[config.mk]
export PLATFORM = sky130hd
export DESIGN_NAME = mul_unit
export DESIGN_NICKNAME = d
export VERILOG_FILES = /design/src/rtl/mul_unit.sv
export SDC_FILE = /design/constraint.sdc
export NUM_CORES = 1
export LEC_CHECK = 0
export CORE_UTILIZATION = 55
export CTS_BUF_LIST = sky130_fd_sc_hd__clkbuf_16
export CTS_CLUSTER_DIAMETER = 200
export DETAILED_ROUTE_END_ITERATION = 8
export PLACE_DENSITY = 0.76
export RECOVER_POWER = 50
export REMOVE_ABC_BUFFERS = 1
export SLEW_MARGIN = 20
export SYNTH_ARGS = -nofsm -noshare
export SYNTH_HDL_FRONTEND = slang
export SYNTH_SLANG_ARGS = --single-unit
[constraint.sdc]
create_clock -name clk -period 3.5 [get_ports clk]
set_input_delay 0.35 -clock clk [delete_from_list [all_inputs] [get_ports clk]]
set_output_delay 0.35 -clock clk [all_outputs]
set_load 0.03 [all_outputs]
[src/rtl/mul_unit.sv]
`default_nettype none
// ============================================================================
//  Module   : mul_unit
//  Purpose  : Multi-cycle radix-2 shift-add 32x32 multiplier (mult / multu)
//             with HI/LO result registers and mthi/mtlo write access.
//  Revision : 1.0 - initial release
// ============================================================================
module mul_unit #(
    parameter int WIDTH = 32
) (
    input  logic             clk,
    input  logic             reset,
    input  logic             start,
    input  logic [4:0]       alucontrol,
    input  logic [WIDTH-1:0] srca,
    input  logic [WIDTH-1:0] srcb,
    input  logic             hi_we,
    input  logic             lo_we,
    input  logic [WIDTH-1:0] wd,
    output logic             busy,
    output logic             done,
    output logic [WIDTH-1:0] hi,
    output logic [WIDTH-1:0] lo
);

    localparam int             CW         = $clog2(WIDTH) + 1;
    localparam logic [4:0]     c_op_mult  = 5'b10010;
    localparam logic [4:0]     c_op_multu = 5'b10011;
    localparam logic [CW-1:0]  c_last     = CW'(WIDTH - 1);

    localparam logic [1:0]     c_idle     = 2'd0;
    localparam logic [1:0]     c_run      = 2'd1;
    localparam logic [1:0]     c_fix      = 2'd2;

    logic [1:0]         r_state;
    logic [CW-1:0]      r_count;
    logic [2*WIDTH-1:0] r_acc;
    logic [2*WIDTH-1:0] r_mcand;
    logic [WIDTH-1:0]   r_mplier;
    logic               r_neg;
    logic               r_done;
    logic [WIDTH-1:0]   r_hi;
    logic [WIDTH-1:0]   r_lo;

    logic               w_is_signed;
    logic               w_go;
    logic [WIDTH-1:0]   w_mag_a;
    logic [WIDTH-1:0]   w_mag_b;

    // Decode the request and form operand magnitudes. The magnitude of the most
    // negative value wraps to itself, which read as unsigned is exactly 2^(WIDTH-1).
    always_comb begin
        w_is_signed = (alucontrol == c_op_mult);
        w_go        = start && ((alucontrol == c_op_mult) || (alucontrol == c_op_multu));
        w_mag_a     = (w_is_signed && srca[WIDTH-1]) ? (~srca + 1'b1) : srca;
        w_mag_b     = (w_is_signed && srcb[WIDTH-1]) ? (~srcb + 1'b1) : srcb;
    end

    // Sequencer: IDLE accepts requests and HI/LO writes, RUN adds one multiplier
    // bit per cycle, FIX applies the sign and commits the product.
    always_ff @(posedge clk or negedge reset) begin
        if (!reset) begin
            r_state  <= c_idle;
            r_count  <= '0;
            r_acc    <= '0;
            r_mcand  <= '0;
            r_mplier <= '0;
            r_neg    <= 1'b0;
            r_done   <= 1'b0;
            r_hi     <= '0;
            r_lo     <= '0;
        end else begin
            r_done <= 1'b0;
            case (r_state)
                c_idle: begin
                    if (hi_we) r_hi <= wd;
                    if (lo_we) r_lo <= wd;
                    if (w_go) begin
                        r_mcand  <= {{WIDTH{1'b0}}, w_mag_a};
                        r_mplier <= w_mag_b;
                        r_neg    <= w_is_signed && (srca[WIDTH-1] ^ srcb[WIDTH-1]);
                        r_acc    <= '0;
                        r_count  <= '0;
                        r_state  <= c_run;
                    end
                end
                c_run: begin
                    if (r_mplier[0]) r_acc <= r_acc + r_mcand;
                    r_mcand  <= r_mcand << 1;
                    r_mplier <= r_mplier >> 1;
                    r_count  <= r_count + CW'(1);
                    if (r_count == c_last) r_state <= c_fix;
                end
                c_fix: begin
                    {r_hi, r_lo} <= r_neg ? (~r_acc + 1'b1) : r_acc;
                    r_done       <= 1'b1;
                    r_state      <= c_idle;
                end
                default: r_state <= c_idle;
            endcase
        end
    end

    assign busy = (r_state != c_idle);
    assign done = r_done;
    assign hi   = r_hi;
    assign lo   = r_lo;

endmodule
`default_nettype wire

==> results.json <==
{
  "cap_violations": 2,
  "syn_inst": 1977,
  "fin_crit_sh": 0.970,
  "antenna_left": 0,
  "die_h_um": 171,
  "violations": "max-capacitance violations, max-slew violations",
  "seq_area_frac_synth": 0.371,
  "grt_max_degree": 98,
  "synthTopCellsByCount": "nand2_1 (329), o21ai_0 (254), dfrtp_1 (234)",
  "crit_fanout": 4,
  "yosysTopAreaCell": "dfrtp_1",
  "viasPerCell": 6.04,
  "finalWorstSetupSlack_ns": 0.105,
  "min_to": "hi[31]",
  "yosysWarningCount": 0,
  "reg2reg_depth": 14,
  "clock.fmax_mhz": 295,
  "fin_nets": 2377,
  "start_util": 0.564,
  "tritoncts": "yes",
  "setup_viol": 0,
  "area_growth_pct": 23.6,
  "hpwl_um": 38400,
  "cts_max_path_buffers": 3,
  "die_area_mm2": 0.0294,
  "critical_path.endpoint_type": "flop",
  "place_ws_ns": -0.0254,
  "finalHoldViolations": 0,
  "critical_path_class": "flop to flop",
  "synth_cell_types": 68,
  "ir_worst_vdd_mv": 0.393,
  "die_x_um": 171,
  "core_area_mm2": 0.0280,
  "synthTopCellsByArea": "dfrtp_1 (37%), o21ai_0 (8.1%), nand2_1 (7.8%)",
  "clkTransAtPathRegs_ns": 0.06,
  "min_path_type": "input pin to flop",
  "max_slew_margin": -0.734,
  "grt_overflow": 0,
  "busiest_layer": "met2",
  "synth.avg_cell_area_um2": 7.99,
  "post-route-min-period_ns": 3.40,
  "async_flop_share": 1.00,
  "synth_top_area_frac": 0.371,
  "place_congestion": 0.987,
  "syn-cell-area_mm2": 0.0158,
  "drc": 0,
  "fin_area_mm2": 0.0195,
  "post_drt_wl_per_cell_um": 19.3,
  "drt-initial-drc-count": 1413,
  "pin_count": 172,
  "finish.utilization": 0.697,
  "cts_root_buf": "clkbuf_16",
  "synth_flop_cell": "dfrtp_1",
  "grt_pass1_vias": 14757,
  "r2r_slack_ns": 0.10,
  "clock_latency_ns": 0.54,
  "drt_pass1_iterations": 5,
  "rows": 61,
  "tightest_slew_ns": 2.60,
  "fin_skew_ns": 0.0131,
  "vias": 15704,
  "min_path_cells": 3,
  "place_area_mm2": 0.0187,
  "antenna_found_initial": 1,
  "leakagePower_nw": 8.34,
  "status": "complete, but fails checks",
  "reg2reg_to": "r_acc[60]",
  "port_buffers": 171,
  "drive_gt1_frac": 0.0941,
  "grt.met3_usage": 0.0446,
  "finalMaxSlewViolations": 142,
  "cp.arrival_ns": 3.85,
  "critPathLaunchType": "flop",
  "diodes": 0,
  "synth.most_common_cell": "nand2_1",
  "grt_use_total": 0.342,
  "numCtsBuffers": 27,
  "synth-edff-count": 0,
  "fin_tns_setup_ns": 0,
  "finalPower_w": 0.0146,
  "htree_levels": 1,
  "grt_pass1_wl_um": 78900,
  "use_met2": 0.551,
  "use_met1": 0.481,
  "r2r_start": "r_acc[0]",
  "cts.sinks": 234,
  "p_per_area_mw_per_mm2": 747,
  "finalWirelength_um": 50200,
  "synth-seq-cells": 234,
  "crit_required_ns": 3.95,
  "rsz0062_at_grt": "yes",
  "hp-start": "wd[31]"
}
-- cell type report --
cell class	count	area [um2]
Multi-Input combinational cell	1604	9490
Fill cell	2335	8490
Sequential cell	234	5860
Timing Repair Buffer	305	2760
Clock buffer	27	676
Tap cell	378	473
Clock inverter	20	145
Inverter	31	116
-- repair_timing --
action | CTS | global route
hold buffers | 1 | 0
endpoints found under the setup margin | 1 | 9
pin swaps | 0 | 4
setup buffers | 0 | 3
gates resized for setup | 2 | 8
hold endpoints to repair | 93 | 0
-- worst max-delay path, stage by stage (launching register included) --
cell	delay (ns)
dfrtp_1	0.37
ha_1	0.19
inv_1	0.06
fa_1	0.39
nor2b_1	0.16
o211ai_1	0.24
a211oi_2	0.31
o2111ai_2	0.20
a21oi_1	0.20
a21oi_1	0.11
a211oi_1	0.27
buf_4	0.16
a21oi_1	0.06
or4_1	0.49
o211ai_1	0.11
-- sequential cells by signal, indices dropped and copies added, names as in the netlist --
signal and count:
r_count 6, lo 32, r_mcand 64, hi 32, r_mplier 32, done 1
r_neg 1, r_acc 64, r_state 2
-- cell usage in the layout (no fill, tap or decap), drive strengths merged, types with 16 or more instances in the layout --
cell	synthesis	final
dfrtp	234	234
a21oi	187	187
ha	67	67
nor3	35	35
nand2	329	329
a21o	35	35
xnor2	90	90
nand4	17	17
nand3	34	34
xor2	85	85
nor2	174	174
buf	11	128
clkbuf	97	33
or3	27	27
o21ai	261	261
o31ai	52	52
clkdlybuf4s50	0	145
dlygate4sd3	0	26
inv	30	34
or4	16	16
a31oi	18	18
-- worst max-delay path by stage --
| stage | from | to |
|---|---|---|
| 6_report | r_acc[0] | r_acc[60] |
| 5_1_grt | r_acc[0] | r_acc[60] |
| 4_1_cts | r_acc[0] | r_acc[60] |
| 3_5_place_dp | r_acc[0] | r_acc[60] |
| 3_3_place_gp | r_acc[0] | r_acc[60] |
| 2_1_floorplan | r_state[1] | r_acc[60] |
-- report_power, final --
group	leakage, nW	switching, W	internal, W	total, W
clock network	0.412	0.00117	0.00154	0.00270
registers	2.97	0.000955	0.00356	0.00451
logic	4.95	0.00425	0.00311	0.00736
total	8.34	0.00637	0.00821	0.0146
-- per-layer routing --
| metal | wire [um] | share of wire |
|---|---|---|
| met1 | 22500 | 0.45 |
| met2 | 22600 | 0.45 |
| met3 | 3830 | 0.076 |
| met4 | 1280 | 0.025 |
| met5 | 0 | 0 |
-- metrics by stage --
step | hold WS, ns | instances
global placement | 0.436 | 2548
detailed placement | 0.442 | 2548
floorplan | 0.0544 | 1869
global route | 0.459 | 2599
finish | 0.458 | 2599
CTS | 0.440 | 2596
-- cells by family after synthesis --
| kind of cell | Yosys count | synth area share |
|---|---|---|
| xor+xnor | 175 | 0.0971 |
| buf+inv | 139 | 0.0330 |
| flops | 234 | 0.371 |
| compound gates | 657 | 0.246 |
| mux | 2 | 0.00127 |
| simple gates | 702 | 0.197 |
| fa+ha+maj | 68 | 0.0544 |
Power figures use the tool's default switching activity.
